### config.mk
export PLATFORM = sky130hd
export DESIGN_NAME = mux_stream_flat
export DESIGN_NICKNAME = d
export VERILOG_FILES = /design/src/rtl/mux_stream_if.sv /design/src/rtl/mux_stream.sv /design/src/flat_wrapper.sv
export SDC_FILE = /design/constraint.sdc
export NUM_CORES = 1
export LEC_CHECK = 0
export ABC_AREA = 1
export BUFFER_PORTS_ARGS = -buffer_cell sky130_fd_sc_hd__buf_2
export CORE_MARGIN = 3
export CORE_UTILIZATION = 39
export CTS_BUF_LIST = sky130_fd_sc_hd__clkbuf_16
export CTS_CLUSTER_DIAMETER = 150
export CTS_CLUSTER_SIZE = 25
export DETAILED_ROUTE_END_ITERATION = 16
export PLACE_DENSITY = 0.85
export SYNTH_ARGS = -nofsm -noshare
export SYNTH_HDL_FRONTEND = slang
export SYNTH_SLANG_ARGS = --single-unit
### constraint.sdc
create_clock -name clk -period 1.8 [get_ports clk]
set_clock_uncertainty 0.2 [all_clocks]
set_input_delay 0 -clock clk [delete_from_list [all_inputs] [get_ports clk]]
set_output_delay 0 -clock clk [all_outputs]
set_load 0.02 [all_outputs]
### src/rtl/mux_stream_if.sv
// Stream bundle for mux_stream: flattened per-channel input data with
// per-channel valid/ready, plus the single registered output channel.
// The slave modport is the mux side; the master modport is the side that
// drives the channel inputs and consumes the output.
interface mux_stream_if #(
  parameter int WIDTH    = 32,
  parameter int CHANNELS = 4
);
  localparam int SEL_W = $clog2(CHANNELS);

  logic [WIDTH*CHANNELS-1:0] d;
  logic [CHANNELS-1:0]       in_valid;
  logic [CHANNELS-1:0]       in_ready;
  logic [WIDTH-1:0]          o;
  logic                      o_valid;
  logic                      o_ready;
  logic [SEL_W-1:0]          o_ch;

  modport master (
    output d, in_valid, o_ready,
    input  in_ready, o, o_valid, o_ch
  );

  modport slave (
    input  d, in_valid, o_ready,
    output in_ready, o, o_valid, o_ch
  );
endinterface

### src/rtl/mux_stream.sv
// mux_stream: N-channel stream multiplexer into a single output register.
// Fixed-select (mode_i=0, channel sel_i) or round-robin (mode_i=1) grant,
// at most one channel per cycle, full throughput when the output drains.
// Optional accepted-word counter enabled by defining MUX_STREAM_CNT_EN;
// without it cnt_o is tied to zero.
module mux_stream #(
  parameter int  WIDTH    = 32,
  parameter int  CHANNELS = 4,
  localparam int SEL_W    = $clog2(CHANNELS)
) (
  input  logic              clk,
  input  logic              rst_n,
  input  logic              mode_i,
  input  logic [SEL_W-1:0]  sel_i,
  output logic [15:0]       cnt_o,
  mux_stream_if.slave       bus
);

  localparam logic [SEL_W:0]   CH_N     = (SEL_W+1)'(CHANNELS);
  localparam logic [SEL_W-1:0] LAST_CH  = SEL_W'(CHANNELS-1);

  logic [WIDTH-1:0]    ch_data [CHANNELS];
  logic [CHANNELS-1:0] in_ready_w;

  logic [WIDTH-1:0]    o_q, o_d;
  logic [SEL_W-1:0]    o_ch_q, o_ch_d;
  logic                o_valid_q, o_valid_d;
  logic [SEL_W-1:0]    ptr_q, ptr_d;

  logic                grant_any;
  logic [SEL_W-1:0]    grant_idx;
  logic [SEL_W:0]      cand;
  logic                can_accept;
  logic                xfer;

  genvar gi;

  // Unpack the flattened data bus and build the one-hot ready vector.
  generate
    for (gi = 0; gi < CHANNELS; gi++) begin : g_ch
      assign ch_data[gi]    = bus.d[gi*WIDTH +: WIDTH];
      assign in_ready_w[gi] = xfer && (grant_idx == SEL_W'(gi));
    end
  endgenerate

  // The output slot is free when empty or being drained this cycle.
  assign can_accept   = !o_valid_q || bus.o_ready;
  // Reset blocks transfers so that nothing is acknowledged and then dropped.
  assign xfer         = rst_n && grant_any && can_accept;
  assign bus.in_ready = in_ready_w;

  // Grant decision: fixed select, or first valid channel after the pointer.
  always_comb begin
    grant_any = 1'b0;
    grant_idx = '0;
    cand      = '0;
    if (!mode_i) begin
      // Out-of-range selects (non power-of-two CHANNELS) grant nothing.
      if (({1'b0, sel_i} < CH_N) && bus.in_valid[sel_i]) begin
        grant_any = 1'b1;
        grant_idx = sel_i;
      end
    end else begin
      for (int i = 1; i <= CHANNELS; i++) begin
        cand = {1'b0, ptr_q} + (SEL_W+1)'(i);
        if (cand >= CH_N) begin
          cand = cand - CH_N;
        end
        if (!grant_any && bus.in_valid[cand[SEL_W-1:0]]) begin
          grant_any = 1'b1;
          grant_idx = cand[SEL_W-1:0];
        end
      end
    end
  end

  // Next state of the output register and round-robin pointer.
  always_comb begin
    o_d       = o_q;
    o_ch_d    = o_ch_q;
    o_valid_d = o_valid_q;
    ptr_d     = ptr_q;
    if (xfer) begin
      o_d       = ch_data[grant_idx];
      o_ch_d    = grant_idx;
      o_valid_d = 1'b1;
      // The pointer only tracks round-robin grants; fixed mode leaves it alone.
      if (mode_i) begin
        ptr_d = grant_idx;
      end
    end else if (bus.o_ready) begin
      // Drained with nothing to replace it: data and channel keep last value.
      o_valid_d = 1'b0;
    end
  end

  // Output register and pointer; reset leaves channel 0 first in line.
  always_ff @(posedge clk) begin
    if (!rst_n) begin
      o_q       <= '0;
      o_ch_q    <= '0;
      o_valid_q <= 1'b0;
      ptr_q     <= LAST_CH;
    end else begin
      o_q       <= o_d;
      o_ch_q    <= o_ch_d;
      o_valid_q <= o_valid_d;
      ptr_q     <= ptr_d;
    end
  end

  assign bus.o       = o_q;
  assign bus.o_ch    = o_ch_q;
  assign bus.o_valid = o_valid_q;

`ifdef MUX_STREAM_CNT_EN
  logic [15:0] cnt_q, cnt_d;

  // Counts accepted input words, wrapping naturally at 16 bits.
  always_comb begin
    cnt_d = cnt_q;
    if (xfer) begin
      cnt_d = cnt_q + 16'd1;
    end
  end

  // Counter register, cleared by reset.
  always_ff @(posedge clk) begin
    if (!rst_n) begin
      cnt_q <= '0;
    end else begin
      cnt_q <= cnt_d;
    end
  end

  assign cnt_o = cnt_q;
`else
  assign cnt_o = '0;
`endif

endmodule

### src/flat_wrapper.sv
// flat-port wrapper written by rule: the top's interface ports become plain ports
module mux_stream_flat 
#(
  parameter int  WIDTH    = 32,
  parameter int  CHANNELS = 4,
  localparam int SEL_W    = $clog2(CHANNELS)
)
  (clk, rst_n, mode_i, sel_i, cnt_o, bus_d, bus_in_valid, bus_o_ready, bus_in_ready, bus_o, bus_o_valid, bus_o_ch);
  mux_stream_if #(.WIDTH(WIDTH), .CHANNELS(CHANNELS)) bus_i ();
  input  logic clk;
  input  logic rst_n;
  input  logic mode_i;
  input  logic [SEL_W-1:0] sel_i;
  output logic [15:0] cnt_o;
  input wire logic [$bits(bus_i.d)-1:0] bus_d;
  input wire logic [$bits(bus_i.in_valid)-1:0] bus_in_valid;
  input wire logic [$bits(bus_i.o_ready)-1:0] bus_o_ready;
  output wire logic [$bits(bus_i.in_ready)-1:0] bus_in_ready;
  output wire logic [$bits(bus_i.o)-1:0] bus_o;
  output wire logic [$bits(bus_i.o_valid)-1:0] bus_o_valid;
  output wire logic [$bits(bus_i.o_ch)-1:0] bus_o_ch;
  assign bus_i.d = bus_d;
  assign bus_i.in_valid = bus_in_valid;
  assign bus_i.o_ready = bus_o_ready;
  assign bus_in_ready = bus_i.in_ready;
  assign bus_o = bus_i.o;
  assign bus_o_valid = bus_i.o_valid;
  assign bus_o_ch = bus_i.o_ch;
  mux_stream #(.WIDTH(WIDTH), .CHANNELS(CHANNELS)) u_core (.clk(clk), .rst_n(rst_n), .mode_i(mode_i), .sel_i(sel_i), .cnt_o(cnt_o), .bus(bus_i));
endmodule
---- After elaboration in Yosys (flattened, before gate mapping) ----
Cells that the tools add are included.
word-level totals
  input port bits ......................... 138
  register bits ........................... 37
cells by class
  reductions and logical operators ........ 17
  mux-type cells .......................... 38
  magnitude comparators ................... 10
  bitwise operators ....................... 1
  equality and inequality tests ........... 3
  $add $sub $neg .......................... 8
operator list
  cell                                                                           count
  32-bit binary-select mux with 2-bit select                                     1
  32-bit two-way mux                                                             2
  2-bit two-way mux                                                              14
  1-bit two-way mux                                                              16
  3-bit >= comparator (second input constant)                                    5
  2-bit by 3-bit less-than comparator with 1-bit output (second input constant)  5
  1-bit binary-select mux with 2-bit select                                      5
  1-bit logical AND                                                              9
  2-bit by 1-bit subtractor with 2-bit output (second input constant)            4
  2-bit by 2-bit adder with 3-bit output (second input constant)                 2
  2-bit equality test (second input constant)                                    2
  1-bit logical NOT                                                              4
  2-bit by 1-bit adder with 3-bit output (second input constant)                 1
  2-bit by 3-bit adder with 3-bit output (second input constant)                 1
  2-bit inverter with 3-bit output                                               1
  2-bit by 1-bit equality test with 1-bit output (second input constant)         1
  2-bit logical NOT                                                              1
  2-bit AND reduction                                                            1
  2-bit nonzero test                                                             1
  1-bit logical OR                                                               1

---- Longest topological paths before layout ----
  depth after elaboration ................. 24
  mapped depth ............................ 17

---- Least setup slack after synthesis ----
OpenSTA, ideal clock, no wires.
  kind .................................... reg-to-output
  from .................................... register u_core.ptr_q[0]
  to ...................................... output port bus_in_ready[0]
  slack ................................... -184 ps
  path buffers ............................ 2
  cell stages (with the launch flop) ...... 16
  arrival time ............................ 1784 ps
  data required time ...................... 1600 ps
  cells stage by stage .................... dfxtp_1 > buf_4 > inv_4 > nand2_1 > nand2_1 > nand2_1 > nand2_2 > nor2_4 > nand2_1 > o21ai_1 > nand2_1 > nand2_4 > nor2_4 > buf_6 > inv_1 > nor2_1
between the ends
  word-level cells in the longest chain between the ends .. 23
ends and longest elaborated chain
  what                                                                                       line                                text
  start: declaration                                                                         mux_stream.sv:28                    logic [SEL_W-1:0] ptr_q, ptr_d;
  start signal: assignment                                                                   mux_stream.sv:108                   ptr_q <= ptr_d;
  2-bit by 1-bit adder with 3-bit output                                                     mux_stream.sv:65                    cand = {1'b0, ptr_q} + (SEL_W+1)'(i);
  3-bit >= comparator / 2-bit by 1-bit subtractor with 2-bit output (equally long branches)  mux_stream.sv:66, mux_stream.sv:67
  2-bit two-way mux                                                                          mux_stream.sv:66                    if (cand >= CH_N) begin
  2-bit two-way mux                                                                          mux_stream.sv:57                    if (!mode_i) begin
  1-bit binary-select mux with 2-bit select                                                  mux_stream.sv:69                    if (!grant_any && bus.in_valid[cand[SEL_W-1:0]]) begin
  1-bit two-way mux (not written as such)                                                    mux_stream.sv:69
  1-bit two-way mux                                                                          mux_stream.sv:69
  1-bit two-way mux                                                                          mux_stream.sv:57
  [... 6 more ...]                                                                           -
  1-bit two-way mux                                                                          mux_stream.sv:69
  1-bit two-way mux                                                                          mux_stream.sv:57
  1-bit logical NOT                                                                          mux_stream.sv:69
  1-bit logical AND                                                                          mux_stream.sv:69
  1-bit two-way mux                                                                          mux_stream.sv:69
  1-bit two-way mux                                                                          mux_stream.sv:57
  1-bit logical AND (2 in a row)                                                             mux_stream.sv:49                    assign xfer = rst_n && grant_any && can_accept;
  1-bit logical AND *                                                                        mux_stream.sv:42                    assign in_ready_w[gi] = xfer && (grant_idx == SEL_W'(gi));
  end: declaration                                                                           flat_wrapper.sv:18                  output wire logic [$bits(bus_i.in_ready)-1:0] bus_in_ready;
Every way passes the cells marked *; elsewhere a longest branch is shown, timed or not. The select of a mux whose other input is x is not followed.

---- Final worst setup path ----
  from .................................... register u_core.ptr_q[0]
  to ...................................... register u_core.o_q[26] (netlist: u_core.bus.o[26])
between the ends
  word-level cells in the longest chain between the ends .. 24
ends and longest elaborated chain
  what                                                                                       line                                text
  2-bit by 1-bit adder with 3-bit output                                                     mux_stream.sv:65
  3-bit >= comparator / 2-bit by 1-bit subtractor with 2-bit output (equally long branches)  mux_stream.sv:66, mux_stream.sv:67
  2-bit two-way mux                                                                          mux_stream.sv:66
  2-bit two-way mux                                                                          mux_stream.sv:57
  1-bit binary-select mux with 2-bit select                                                  mux_stream.sv:69
  1-bit two-way mux (not written as such)                                                    mux_stream.sv:69
  1-bit two-way mux                                                                          mux_stream.sv:69
  1-bit two-way mux                                                                          mux_stream.sv:57
  [... 7 more ...]                                                                           -
  1-bit two-way mux                                                                          mux_stream.sv:57
  1-bit logical NOT                                                                          mux_stream.sv:69
  1-bit logical AND                                                                          mux_stream.sv:69
  2-bit two-way mux                                                                          mux_stream.sv:69
  2-bit two-way mux                                                                          mux_stream.sv:57
  2-bit inverter with 3-bit output (not written as such)                                     mux_stream.sv:84                    o_d = ch_data[grant_idx];
  32-bit binary-select mux with 2-bit select                                                 mux_stream.sv:84
  32-bit two-way mux (not written as such) (2 in a row)                                      mux_stream.sv:84
  end signal: assignment                                                                     mux_stream.sv:100                   o_q <= '0;
  end signal: assignment                                                                     mux_stream.sv:105                   o_q <= o_d;
  end: declaration                                                                           mux_stream.sv:25                    logic [WIDTH-1:0] o_q, o_d;
Several ways; a longest one is shown, not always the timed one. The select of a mux whose other input is x is not followed.
A chain may end at the register's enable or synchronous reset.

==> results.cfg <==
[status]
status = finished, violations left
violations = negative setup slack

[floorplan]
ios = 193
die_area_um2 = 8920
die_w_um = 94.4
core_um2 = 7410
rows = 31
chipHeight_um = 94.4
initial_core_util = 0.412

[clocking]
cts_root_buf = clkbuf_16
cts_tree = done
cts.path.max_buffers = 2
clock-sinks = 37
cts_buffers = 5
cts_max_level = 2
path_clk_slew_ns = 0.06
clkLatencyLatePin_ns = 0.28

[global_routing]
grt_pass1_wl_mm = 27.7
gr-usage-all-layers = 0.397
overflow = 0
grt_pass1_vias = 5482
grt_max_degree = 37
antenna_found_initial = 1

[yosys]
synth-compound-area-share = 0.0320
synth-xor-area-share = 0
syn_inst = 533
yosys.area_share.simple = 0.560
yosys-top-cells-area = dfxtp_1 24%, nand2_1 22%, nand3_1 22%, nor2_1 7.0%, buf_4 6.2%
synth_largest_area_cell = dfxtp_1
synth_top_family_by_area = simple AND/OR/NAND/NOR gates
synth.top_cell.area_share = 0.243
synth_cell_types = 26
avgSynthCellArea_um2 = 5.72
ys_ff_latch = 37
ys_seq_area_frac = 0.243
synth_mux_area_frac = 0
synth_warnings = 0
syn_area_um2 = 3050
synth-adder-area-share = 0

[setup_path]
critical_path.top_delay_family = simple AND/OR/NAND/NOR gates
worstPathMaxFanout = 8
cp_num_buf_inv = 5
crit_chain = buf_6 -> nand2_4 -> nand2_4 -> nand2_1 -> nand2_2 -> nand4_1 -> nand2_1 -> clkinv_2 -> nand2_2 -> buf_6 -> a21boi_4 -> buf_6 -> nor2_4 -> clkbuf_16 -> nand2_2 -> nor2_2 -> nor2_1
criticalPathCategory = reg2reg
cp_data_arrival_time_ns = 2.44
slowest_delay_ns = 0.42
cp-start-kind = register
cp_data_required_time_ns = 1.79
crit_path_end_kind = register
slowest_stage = dfxtp_4

[timing]
period_needed_ns = 2.46
rsz0062_at_grt = yes
slew_viol_final = 0
max_freq_mhz = 407
period_share = 1.36
final.setup.worst_slack_ns = -0.657
timing.final.hold_violations = 0
finalSetupTns_ns = -22.82
setup_violations = 41

[finish]
final_layout_size_suffix_gt1_frac = 0.411
stdcell_area_um2 = 6550
nets = 1010
syn2layout_area_growth_pct = 115
final_common_cell = buf_2
final_cell_mix = 172 x buf_2, 142 x nand2_1, 131 x dlygate4sd3_1
n_fill_cell = 317
final_util = 0.884

[power_and_ir_drop]
power_density_nw_per_um2 = 707
ir_drop_mv = 0.454
p_leak_nw = 3.44

[routing]
vias_per_cell = 5.69
first_pass_iters = 9
drc_errors = 0
wl_per_cell_um = 20.9
routed_wl_mm = 20.3
vias = 5539
drt_iter0_drc = 595
antenna_left = 0

[place]
dp_hpwl_mm = 7.85
postPlaceCellArea_um2 = 4230
globalplace.congestion = 0.844
io_buffers = 176

[run]
drv_cap = 0

[hold_path]
hold_path_class = in2reg
kinds of logic after synthesis:
group	Yosys count
flip-flops	37
buffers and inverters	92
AO/OA/AOI/OAI	15
AND/OR/NAND/NOR	388
other	1
sequential cells by signal, summed over array words and instances, names as in the netlist:
register,cells
u_core.bus.o,32
u_core.bus.o_valid,1
u_core.bus.o_ch,2
u_core.ptr_q,2
final cells by class:
cell class,instances,area [um2],share of cell area
antenna,1,2.50,0.000382
clock buffer,5,125,0.0191
clock inverter,3,16.3,0.00248
inverter,43,191,0.0292
multi-input combinational,419,2300,0.351
sequential,37,748,0.114
tap,99,124,0.0189
timing repair buffer,365,3030,0.463
timing repair inverter,1,8.76,0.00134
synth_stat cells:
library cell and number:
buf_6 6, conb_1 1, nand2_4 3, nand2_1 180, or2_2 1, o21ai_0 7
inv_4 1, a21boi_1 1, o21ai_1 2, inv_1 38, dfxtp_1 37, nand4_1 2
clkbuf_1 7, nand3_4 1, a21boi_4 1, a21oi_2 1, nor2_4 3, nand2_2 7
a21oi_1 2, clkinv_1 1, buf_2 11, nor2_1 57, buf_4 25, o211ai_1 1
inv_2 3, nand3_1 134
per-layer routing:
layer	global-route usage	wire, um	up-vias
met3	0.148	2530	165
met5	0	11	-
met4	0.286	1590	2
met2	0.657	9450	572
li1	-	-	2337
met1	0.412	6740	2463
what timing repair did:
action,4_1_cts,5_1_grt
setup buffers,18,3
gates resized for setup,75,52
pin swaps,37,22
hold buffers,131,0
endpoints found under the hold margin,36,0
setup endpoints to repair,40,41
cloned,9,1
where the power goes:
part           total, W  internal [W]  switching (W)
combinational   0.00269       0.00120        0.00149
sequential      0.00106      0.000963      0.0000962
clock          0.000877      0.000509       0.000368
total           0.00463       0.00268        0.00195
through the flow:
| step | power, W | instances | hold WS, ns | setup slack, ns |
|---|---|---|---|---|
| 5_1_grt | 0.00480 | 972 | 0.145 | -0.804 |
| 3_3_place_gp | 0.00266 | 803 | 0.0715 | -0.274 |
| 3_5_place_dp | 0.00270 | 803 | 0.0812 | -0.401 |
| 2_1_floorplan | 0.00217 | 548 | 0.0107 | -0.113 |
| 4_1_cts | 0.00426 | 969 | 0.0898 | -0.408 |
| 6_report | 0.00463 | 973 | 0.136 | -0.657 |
path summary, 6_finish.rpt:
path                 startpoint                 end  slack (ns)  depth (start not counted)
max             u_core.ptr_q[0]    u_core.bus.o[26]       -0.66                         17
min                      mode_i  u_core.bus.o_ch[1]        0.14                          5
max reg2reg     u_core.ptr_q[0]    u_core.bus.o[26]       -0.66                         17
min reg2reg  u_core.bus.o_ch[0]  u_core.bus.o_ch[0]        0.28                          2
worst register-to-register path: stages, from the launching register on:
cell and delay (ns):
dfxtp_4 0.42, buf_6 0.15, nand2_4 0.07, nand2_4 0.09, nand2_1 0.07, nand2_2 0.10
nand4_1 0.10, nand2_1 0.11, clkinv_2 0.07, nand2_2 0.10, buf_6 0.12, a21boi_4 0.06
buf_6 0.13, nor2_4 0.15, clkbuf_16 0.19, nand2_2 0.07, nor2_2 0.13, nor2_1 0.05
No activity file was read; power rests on OpenSTA's default activity.
